===== src/rtl/fetch_pkg.sv =====
// Shared types and widths for the PC fetch unit and its fetch queue.
// IMEM_ADDR_W / IMEM_W mirror the instruction-memory widths from def.h.
package fetch_pkg;

   localparam int IMEM_ADDR_W = 8;
   localparam int IMEM_W      = 32;
   localparam int QDEPTH_DEF  = 2;

   typedef enum logic [1:0] {
      BOOT = 2'd0,
      RUN  = 2'd1,
      HALT = 2'd2
   } fetch_state_t;

   typedef struct packed {
      logic [IMEM_ADDR_W-1:0] pc;
      logic [IMEM_W-1:0]      instr;
   } fetch_entry_t;

endpackage


===== src/rtl/fetch_queue.sv =====
// Small circular FIFO of fetched {pc, instr} entries; flush empties it in one cycle.
// The head is read straight from storage, so it is stable until popped.
module fetch_queue
   import fetch_pkg::*;
#(
   parameter int DEPTH = QDEPTH_DEF,
   parameter int CW    = $clog2(DEPTH + 1)
) (
   input  logic               clk,
   input  logic               reset,
   input  logic               push,
   input  logic               pop,
   input  logic               flush,
   input  fetch_entry_t       push_entry,
   output logic [CW-1:0]      count,
   output fetch_entry_t       head
);

   localparam int PW = (DEPTH > 1) ? $clog2(DEPTH) : 1;

   fetch_entry_t        mem [DEPTH];
   logic [PW-1:0]       rd_ptr;
   logic [PW-1:0]       wr_ptr;

   function automatic logic [PW-1:0] ptr_inc(input logic [PW-1:0] p);
      return (p == PW'(DEPTH - 1)) ? '0 : p + PW'(1);
   endfunction

   assign head = mem[rd_ptr];

   always_ff @(posedge clk) begin
      if (reset) begin
         rd_ptr <= '0;
         wr_ptr <= '0;
         count  <= '0;
         // Cleared so the head reads as zero straight out of reset.
         for (int i = 0; i < DEPTH; i++) mem[i] <= '0;
      end else if (flush) begin
         rd_ptr <= '0;
         wr_ptr <= '0;
         count  <= '0;
      end else begin
         if (push) begin
            mem[wr_ptr] <= push_entry;
            wr_ptr      <= ptr_inc(wr_ptr);
         end
         if (pop) rd_ptr <= ptr_inc(rd_ptr);
         case ({push, pop})
            2'b10:   count <= count + CW'(1);
            2'b01:   count <= count - CW'(1);
            default: count <= count;
         endcase
      end
   end

endmodule


===== src/rtl/pc_fetch_unit.sv =====
// Sequential instruction fetch into a short queue toward the decoder.
// A zero instruction word halts fetch; a redirect flushes and restarts anywhere.
module pc_fetch_unit
   import fetch_pkg::*;
#(
   parameter logic [IMEM_ADDR_W-1:0] RESET_PC = '0,
   parameter int                     QDEPTH   = QDEPTH_DEF
) (
   input  logic                   clk,
   input  logic                   reset,
   output logic [IMEM_ADDR_W-1:0] imem_addr,
   input  logic [IMEM_W-1:0]      imem_data,
   input  logic                   redirect_valid,
   input  logic [IMEM_ADDR_W-1:0] redirect_pc,
   output logic                   out_valid,
   input  logic                   out_ready,
   output logic [IMEM_W-1:0]      out_instr,
   output logic [IMEM_ADDR_W-1:0] out_pc,
   output logic                   halted
);

   localparam int CW = $clog2(QDEPTH + 1);

   fetch_state_t           state;
   logic [IMEM_ADDR_W-1:0] fetch_pc;
   logic [CW-1:0]          count;
   fetch_entry_t           head;
   fetch_entry_t           new_entry;
   logic                   pop;
   logic                   fetch_opp;
   logic                   push;

   assign imem_addr = fetch_pc;
   assign out_valid = (count != '0);
   assign out_pc    = head.pc;
   assign out_instr = head.instr;

   assign pop       = out_valid && out_ready;
   // A slot is available if the queue has room or its head leaves this cycle.
   assign fetch_opp = (state == RUN) && ((count < CW'(QDEPTH)) || pop);
   assign push      = !redirect_valid && fetch_opp && (imem_data != '0);

   assign new_entry.pc    = fetch_pc;
   assign new_entry.instr = imem_data;

   fetch_queue #(
      .DEPTH (QDEPTH),
      .CW    (CW)
   ) u_queue (
      .clk        (clk),
      .reset      (reset),
      .push       (push),
      .pop        (pop && !redirect_valid),
      .flush      (redirect_valid),
      .push_entry (new_entry),
      .count      (count),
      .head       (head)
   );

   always_ff @(posedge clk) begin
      if (reset) begin
         state    <= BOOT;
         fetch_pc <= RESET_PC;
         halted   <= 1'b0;
      end else if (redirect_valid) begin
         state    <= RUN;
         fetch_pc <= redirect_pc;
         halted   <= 1'b0;
      end else begin
         case (state)
            BOOT: state <= RUN;
            RUN: begin
               if (push) begin
                  fetch_pc <= fetch_pc + IMEM_ADDR_W'(1);
               end else if (fetch_opp) begin
                  // Zero word at a real fetch opportunity: stop, pc stays on it.
                  state  <= HALT;
                  halted <= 1'b1;
               end
            end
            HALT: state <= HALT;
            default: begin
               state  <= BOOT;
               halted <= 1'b0;
            end
         endcase
      end
   end

endmodule


===== config.mk =====
export PLATFORM = sky130hd
export DESIGN_NAME = pc_fetch_unit
export DESIGN_NICKNAME = d
export VERILOG_FILES = /design/src/rtl/fetch_pkg.sv /design/src/rtl/fetch_queue.sv /design/src/rtl/pc_fetch_unit.sv
export SDC_FILE = /design/constraint.sdc
export NUM_CORES = 1
export LEC_CHECK = 0
export BUFFER_PORTS_ARGS = -buffer_cell sky130_fd_sc_hd__buf_2
export CORE_MARGIN = 2
export CORE_UTILIZATION = 43
export CTS_CLUSTER_DIAMETER = 150
export DETAILED_ROUTE_END_ITERATION = 10
export PLACE_DENSITY = 0.66
export SLEW_MARGIN = 10
export SYNTH_ARGS = -nofsm -noshare
export SYNTH_HDL_FRONTEND = slang
export SYNTH_SLANG_ARGS = --single-unit

===== constraint.sdc =====
create_clock -name clk -period 9.1 [get_ports clk]
set_input_delay 0 -clock clk [delete_from_list [all_inputs] [get_ports clk]]
set_output_delay 0 -clock clk [all_outputs]
set_load 0.1 [all_outputs]

Word-level counts from Yosys, hierarchy flattened --
Memory sizes are Yosys's and may differ from the RTL's. A register that Yosys moved wholly into a read port is not among the register bits. Cells that the tools add are included.
Cells by class: reductions and logical operators 20, add/subtract/negate cells 5, shift-type cells 0, multiply operators 0, bitwise gates (word level) 1, $lt $le $gt $ge 1, multiplexer cells 24, div/mod/pow operators 0, equality and inequality tests 8
Operators by type and width (number):
- $mux 40 | 1
- $reduce_or 40->1 | 1
- $reduce_bool 32->1 | 1
- $mux 8 | 3
- $mux 1 | 15
- $add 8x1->8 const B | 1
- $reduce_bool 2->1 | 4
- $ne 3x3->1 const B | 2
- $pmux 2 s3 | 1
- $reduce_and 2->1 | 3
- $logic_and 1x1->1 | 5
- $eq 2x1->1 const B | 2
- $eq 2x2->1 const B | 2
- $mux 2 | 2
- $ne 2x2->1 const B | 2
- $pmux 2 s2 | 1
- $reduce_or 2->1 | 2
- $reduce_and 3->1 | 1
- $add 1x1->1 const B | 2
- $add 2x1->2 const B | 1
- $logic_not 2->1 | 1
- $lt 2x2->1 const B | 1
- $pmux 1 s2 | 1
- $sub 2x1->2 const B | 1
- other kinds (3) | 3
Word-level totals: memory bits (writable) 80, memories 1, bits in registers 15, bits in read-only memories 0, latch bits 0, output and inout bits 50, word-level logic and storage cells 67
Memory list:
- u_queue.mem | depth 2, bits a word 40, read ports 1, clocked after memory_dff 1, wr ports 2, line fetch_queue.sv:21 | fetch_entry_t mem [DEPTH];

Longest topological paths before layout --
Gate-level depths: netlist of run 1.
depth in word-level cells 12, gate-level depth with buffers 9, gate-level depth less buffers 8

Hierarchy --
A second synthesis of run 1 with hierarchy kept.
Unflattened totals: cells, all modules 342, area, all modules 4503.1 µm²
Modules (own cells, without submodules):
- fetch_queue | times used 1, cells an instance 245, area each 3674.8 µm²
- pc_fetch_unit | times used 1, cells an instance 97, area each 828.3 µm²

Least setup slack after synthesis of run 1 --
No wires, ideal clock.
path type register to register, from reg state[1], to mem u_queue.mem[0][0] in the netlist's numbering, enable pin, arrival time 2.996 ns, data required time 8.654 ns, buffers on the path 1, cell stages (with the launch flop) 7, slack 5.658 ns, library setup time 0.446 ns, path through dfxtp_1 -> inv_1 -> ha_1 -> o221ai_4 -> buf_6 -> nand2b_1 -> o21bai_1
RTL lines:
- start, declared | line pc_fetch_unit.sv:24 | fetch_state_t state;
- start signal, assigned | line pc_fetch_unit.sv:62 | state <= BOOT;
- start signal, assigned | line pc_fetch_unit.sv:66 | state <= RUN;
- start signal, assigned | line pc_fetch_unit.sv:71 | BOOT: state <= RUN;
- end, declared | line fetch_queue.sv:21

Worst setup path after layout of run 1 --
from in imem_data[10], to reg u_queue.count[1]
On the way: longest elaborated chain between the ends 4, elaborated cells between the ends (all ways) 6, those cells by class eq/ne (2); mux (1); reduce/logical (3)
Ends and longest elaborated chain:
- start, declared | line pc_fetch_unit.sv:12 | input logic [IMEM_W-1:0] imem_data,
- $reduce_bool 32->1 * | line pc_fetch_unit.sv:41 | assign push = !redirect_valid && fetch_opp && (imem_data != '0);
- $logic_and 1x1->1 * | line pc_fetch_unit.sv:41
- $eq 2x1->1 or $eq 2x2->1 (tied branches) | line fetch_queue.sv:48 | case ({push, pop})
- $pmux 2 s2 or $reduce_bool 2->1 (tied branches)
- end signal, assigned | line fetch_queue.sv:49 | 2'b10: count <= count + CW'(1);
- end signal, assigned | line fetch_queue.sv:50 | 2'b01: count <= count - CW'(1);
- end signal, assigned | line fetch_queue.sv:51 | default: count <= count;
- end, declared | line fetch_queue.sv:15 | output logic [CW-1:0] count,
Mark *: on every way between the ends. The rest lies on a longest branch, timed or not. A chain may end at the register's enable or synchronous reset.

==> impl_metrics.toml, run 1 <==
[run_status]
status = "complete, no violations"

[finish]
fin_area_um2 = 5620
antennaDiodeCount = 0
fin_cells = 601
mostFrequentLayoutCell = "buf_2"
layout_common_cells = "buf_2, and2_1, edfxtp_1"
area_growth_syn_to_layout_pct = 30.0
num-fill-cells = 797
fin_util_pct = 57.5
nets = 512
drive_gt1_share_pct = 33.5

[floorplanning]
ios = 94
die_y_um = 104
row_count = 36
start_util_pct = 44.2
fp.coreArea_um2 = 9770
die_x_um = 104
die-area_um2 = 10900

[routing]
routed_wl_um = 9180
wl_per_cell_um = 15.3
drcViolationCount = 0
dr.pass1.iters = 4
drt_iter0_drc = 106
viasPerCell = 4.92
routed-via-count = 2958
ant_nets = 0

[setup_path]
worstPathArrival_ns = 3.11
cp-start-kind = "input port"
critPathKind = "in -> reg"
rr_endpoint = "u_queue.mem[0][30]"
ff2ff_path_depth = 6
r2r_start = "state[1]"
r2r_slack_ns = 6.55
cp_data_required_time_ns = 9.39
critPathMaxFanout = 18
worstSetupEndpointType = "register"

[sta]
period_needed_ns = 2.82
tightestPinTransition_ns = 0.978
hold_viol_final = 0
rsz0062_at_grt = "no"
slew_headroom_pct = 34.5
timing.final.ws_setup_ns = 6.28
final.setup.tns_ns = 0
fin_worst_skew_ns = 0.00448
maxSlewViolCount = 0
setup_violations = 0
max_freq_mhz = 355
timing.final.crit_share_pct = 31.0

[cts]
clkTransAtPathRegs_ns = 0.08
cts_resized = 0
htreeDepth = 3
cts_tree = "yes"
postCtsHoldBufs = 49
worstSkewPairLatency_ns = 0.35
post_cts_buffers = 0
cts_sinks = 96
cts_inserted_buffers = 9
clockRootBuffer = "clkbuf_8"
cts_buffer_depth = 2

[synthesis]
synth.distinct_cells = 32
synthArstFlopShare_pct = 0
synth_edf_count = 80
synth_ff_type = "edfxtp_1"
ys_ff_latch = 96
seq_area_frac_synth_pct = 63.0
syn_nets = 371
netlist_area_um2 = 4320
syn_avg_cell_area_um2 = 13.4
ys_warn_count = 0
synth_cells = 322

[min_path]
min_path_cells = 4
holdPathEnd = "u_queue.rd_ptr"
min_path_type = "in -> reg"
hp-start = "out_ready"

[power]
internal_power_uw = 682
p_leak_nw = 2.28
p_sw_uw = 323
pwr-share-seq_pct = 51.0
p_sw_share_pct = 32.2
pwr-share-clk_pct = 25.9
power.density_nw_per_um2 = 179
irDropWorstVdd_mv = 0.0848
p_comb_share_pct = 23.0

[run]
cap_violations = 0

[placement]
pre_cts_ws_ns = 6.46
dp_cells = 536
post-dp-hpwl_um = 5670
placed_cell_area_um2 = 4950
port_buffers = 93
place_congestion = 0.808

[global_route]
globalRouteOverflowTotal = 0
grt_max_degree = 41
antenna_found_initial = 0
grt_use_total_pct = 17.3
grt_pass1_wl_um = 14800
grt_pass1_vias = 2975
==> kinds of logic after synthesis <==
group                      synth area share, %
AOI/OAI and AO/OA                         4.37
DFF                                       63.0
adders and majority gates                 1.45
and+or+nand+nor                           17.4
xor gates and xnor gates                 0.810
buffers and inverters                     2.08
muxes                                     10.9
==> metal layers <==
metal | part of all wire, % | GRT usage, % | up-vias
met2 | 49 | 28.7 | 84
li1 | - | - | 1447
met1 | 45 | 22.2 | 1414
met3 | 4.7 | 4.14 | 13
met4 | 1.4 | 6.08 | 0
met5 | 0 | 0 | -
==> metrics by stage <==
step / hold slack [ns] / total power, mW
floorplan: 0.0780 / 0.694
global placement: 0.276 / 0.736
detailed placement: 0.280 / 0.738
CTS: 0.0660 / 1.01
global route: 0.0820 / 1.04
finish: 0.0794 / 1.01
==> final cells by class <==
| type | instances | area, um2 | share of cell area [%] |
|---|---|---|---|
| sequential | 96 | 2720 | 48.5 |
| multi-input combinational | 204 | 1540 | 27.5 |
| timing repair buffer | 146 | 986 | 17.5 |
| tap | 133 | 166 | 2.96 |
| clock buffer | 10 | 128 | 2.27 |
| clock inverter | 6 | 50.0 | 0.890 |
| inverter | 6 | 22.5 | 0.401 |
==> state kept, by name, summed over array words and instances (netlist names), named ones only <==
| signal | count |
|---|---|
| u_queue.count | 2 |
| imem_addr | 8 |
| u_queue.wr_ptr | 1 |
| u_queue.mem | 80 |
| state | 2 |
| u_queue.rd_ptr | 1 |
| halted | 1 |
==> synthesized netlist by cell type, types with 2 or more instances <==
cell type	n	share of area [%]
a211oi_1	4	0.69
a21oi_1	2	0.23
a311oi_1	6	1.2
and2_1	81	12
buf_1	3	0.26
clkbuf_1	12	1.0
dfxtp_1	16	7.4
edfxtp_1	80	56
ha_1	5	1.4
inv_1	5	0.43
mux2_2	40	10
mux2i_1	2	0.46
nand2_1	2	0.17
nand3_1	3	0.35
nand4_1	3	0.43
nor2_1	16	1.4
nor3_1	6	0.69
nor4_1	8	1.2
o21ai_0	5	0.58
o21bai_1	2	0.35
o31ai_1	3	0.52
or2_2	2	0.29
or3_1	4	0.58
or4_1	2	0.35
xor2_1	3	0.61
==> power by group through the flow <==
stage,clock [mW],combinational [mW],sequential [mW]
finish,0.261,0.231,0.513
global placement,0,0.213,0.522
global route,0.281,0.242,0.516
CTS,0.267,0.232,0.513
floorplan,0,0.155,0.540
detailed placement,0,0.214,0.523
==> worst max-delay path, stage by stage <==
cell,delay [ns]
dlygate4sd3_1,0.54
buf_2,0.14
nor4_1,0.45
nand4_1,0.32
o221ai_4,0.49
nand2b_1,0.35
ha_1,0.31
or3_1,0.35
a21oi_1,0.15
==> worst max path at each step <==
stage / start / endpoint / slack [ns] / cells after the start
after floorplan: state[1] / u_queue.mem[0][0] / 5.66 / 6
after global placement: imem_data[10] / u_queue.mem[0][32] / 6.51 / 7
after detailed placement: imem_data[10] / u_queue.count[1] / 6.46 / 8
after CTS: imem_data[10] / u_queue.count[1] / 6.28 / 9
after global routing: imem_data[10] / u_queue.count[1] / 6.08 / 9
final: imem_data[10] / u_queue.count[1] / 6.28 / 9
(Power assumes the default switching activity.)
==> inputs of run 2 (changes only) <==
- ABC_AREA: not set -> 1
- PLACE_DENSITY: 0.66 -> 0.65
- clock period: 9.1 -> 2.65 ns (I/O delays scaled with it)
==> run 2 against run 1 <==
Effect of this change:
- utilization fell by 2.6 points
- synthesized area rose by 4.4%
- combinational power rose to 3.3 times the previous value
- design area rose by 0.40%
- sequential cell count did not move
- critical path type unchanged
- critical endpoint is now u_queue.mem[1][20]
- highest routed layer unchanged
==> impl_metrics.toml, run 2 <==
[run_status]
status = "complete, no violations"

[floorplanning]
fp.coreArea_um2 = 10300
ios = 94
row_count = 37
die_y_um = 106
die_x_um = 106
start_util_pct = 43.9
die-area_um2 = 11300

[synthesis]
synth.distinct_cells = 26
yosys.area.top_type_share_pct = 53.2
ys_ff_latch = 96
yosys.area.top_type = "edfxtp_1"
syn_nets = 470
seq_area_frac_synth_pct = 60.3
yosysMostFrequentCell = "nor2_1"
synth_common_cells = "nor2_1, edfxtp_1, inv_1"
syn_avg_cell_area_um2 = 10.7
synthArstFlopShare_pct = 0
synthTopCellsByArea = "edfxtp_1, mux2_2, nor2_1, dfxtp_1, inv_1"
synth_cells = 421
netlist_area_um2 = 4510
synth_ff_type = "edfxtp_1"
synth_edf_count = 80
ys_warn_count = 0

[finish]
area_growth_syn_to_layout_pct = 25.0
nets = 600
layout_common_cells = "nor2_1, buf_2, edfxtp_1"
mostFrequentLayoutCell = "nor2_1"
fin_area_um2 = 5640
antennaDiodeCount = 0
fin_util_pct = 54.9
drive_gt1_share_pct = 31.3
fin_cells = 692
largest_reg_flops = 80
top_register = "u_queue.mem"

[global_route]
grt_pass1_wl_um = 15100
grt_use_total_pct = 17.2
antenna_found_initial = 0
grt_max_degree = 41
globalRouteOverflowTotal = 0
grt_pass1_vias = 3269

[power]
irDropWorstVdd_mv = 0.243
power.density_nw_per_um2 = 625
p_leak_nw = 2.48
p_total_mw = 3.53

[setup_path]
cp-start-kind = "input port"
r2r_slack_ns = 0.52
critPathMaxFanout = 22
rr_endpoint = "u_queue.mem[0][15]"
r2r_start = "state[1]"
ff2ff_path_depth = 8
critPathKind = "in -> reg"
cp_data_required_time_ns = 2.75
worstSetupEndpointType = "register"
worstPathArrival_ns = 2.37

[cts]
cts_resized = 0
clockRootBuffer = "clkbuf_8"
htreeDepth = 3
cts_sinks = 96
worstSkewPairLatency_ns = 0.36
cts_inserted_buffers = 9
cts_tree = "yes"
clkTransAtPathRegs_ns = 0.09
cts_buffer_depth = 2

[min_path]
min_path_cells = 3
holdPathEnd = "u_queue.mem[1][11]"
hp-start = "imem_data[11]"
min_path_type = "in -> reg"

[sta]
fin_worst_skew_ns = 0.00911
max_freq_mhz = 441
timing.final.crit_share_pct = 85.6
slew_headroom_pct = 62.4
rsz0062_at_grt = "no"
hold_viol_final = 0
setup_violations = 0
tightestPinTransition_ns = 0.562
hold_ws_ns = 0.00924
maxSlewViolCount = 0
final.setup.tns_ns = 0
timing.final.ws_setup_ns = 0.381
period_needed_ns = 2.27

[placement]
place_congestion = 0.787
post-dp-hpwl_um = 6410
port_buffers = 93
placed_cell_area_um2 = 5080
dp_cells = 641
pre_cts_ws_ns = 0.515

[routing]
routed-via-count = 3287
drcViolationCount = 0
viasPerCell = 4.75
routed_wl_um = 9520
wl_per_cell_um = 13.8
ant_nets = 0
dr.pass1.iters = 5
drt_iter0_drc = 106

[run]
cap_violations = 0
-- run 2: cell types whose count changed in the layout (fill, tap and decap cells not counted), sizes merged, moves of 5 or more --
cell         delta
nand2          +48
or3             -5
dlygate4sd3    -14
inv            +46
nor3            -6
nor4            -8
nor2           +92
a21oi          +13
and2           -81
nand3          +16
a311oi          -6
-- run 2: timing repair --
item | 4_1_cts | 5_1_grt
hold endpoints to repair | 61 | 0
setup buffers | 0 | 0
setup endpoints to repair | 0 | 0
hold buffers | 35 | 0
-- run 2: power breakdown --
group,switching [mW],internal [mW]
clock,0.482,0.522
sequential,0.0343,1.71
combinational,0.595,0.177
-- run 2: cells by family after synthesis --
kind of cell | share of synthesized area [%]
AOI/OAI and AO/OA | 2.91
xor gates and xnor gates | 0.776
adders and majority gates | 1.39
buffers and inverters | 7.18
DFF | 60.3
muxes | 9.98
and+or+nand+nor | 17.4
-- run 2: final cells by class --
class	instances	area (um2)
fillers	930	4630
flip-flops and latches	96	2720
multi-input cells	257	1470
repair buffers	136	876
inverters	51	191
well taps	136	170
clock buffers	9	124
clock inverters	7	86.3
-- run 2: worst max path at each step --
| stage | depth (start not counted) | slack, ns | startpoint | endpoint |
|---|---|---|---|---|
| 2_1_floorplan | 10 | 0.26 | u_queue.count[0] | u_queue.mem[1][0] |
| 3_3_place_gp | 9 | 0.56 | state[1] | u_queue.mem[1][0] |
| 3_5_place_dp | 9 | 0.51 | state[1] | u_queue.mem[1][1] |
| 4_1_cts | 11 | 0.38 | imem_data[1] | u_queue.mem[1][23] |
| 5_1_grt | 11 | 0.23 | imem_data[0] | u_queue.mem[1][20] |
| 6_report | 11 | 0.38 | imem_data[9] | u_queue.mem[1][20] |
-- run 2: worst max-delay path, stage by stage --
cell and delay [ns]:
dlygate4sd3_1 0.54, buf_2 0.14, nor2_1 0.10, nand2_1 0.05, nor2_1 0.17, nand2_1 0.15, o21ai_4 0.50, nor2_8 0.06
nand2_4 0.24, buf_4 0.32, nor2_1 0.08
-- run 2: metal layers --
| layer | wire length [um] | vias to the layer above | global-route usage, % |
|---|---|---|---|
| met5 | 0 | - | 0 |
| met1 | 4290 | 1537 | 21.9 |
| met4 | 225 | 0 | 8.16 |
| met2 | 4560 | 91 | 28.8 |
| met3 | 452 | 19 | 2.58 |
| li1 | - | 1640 | - |
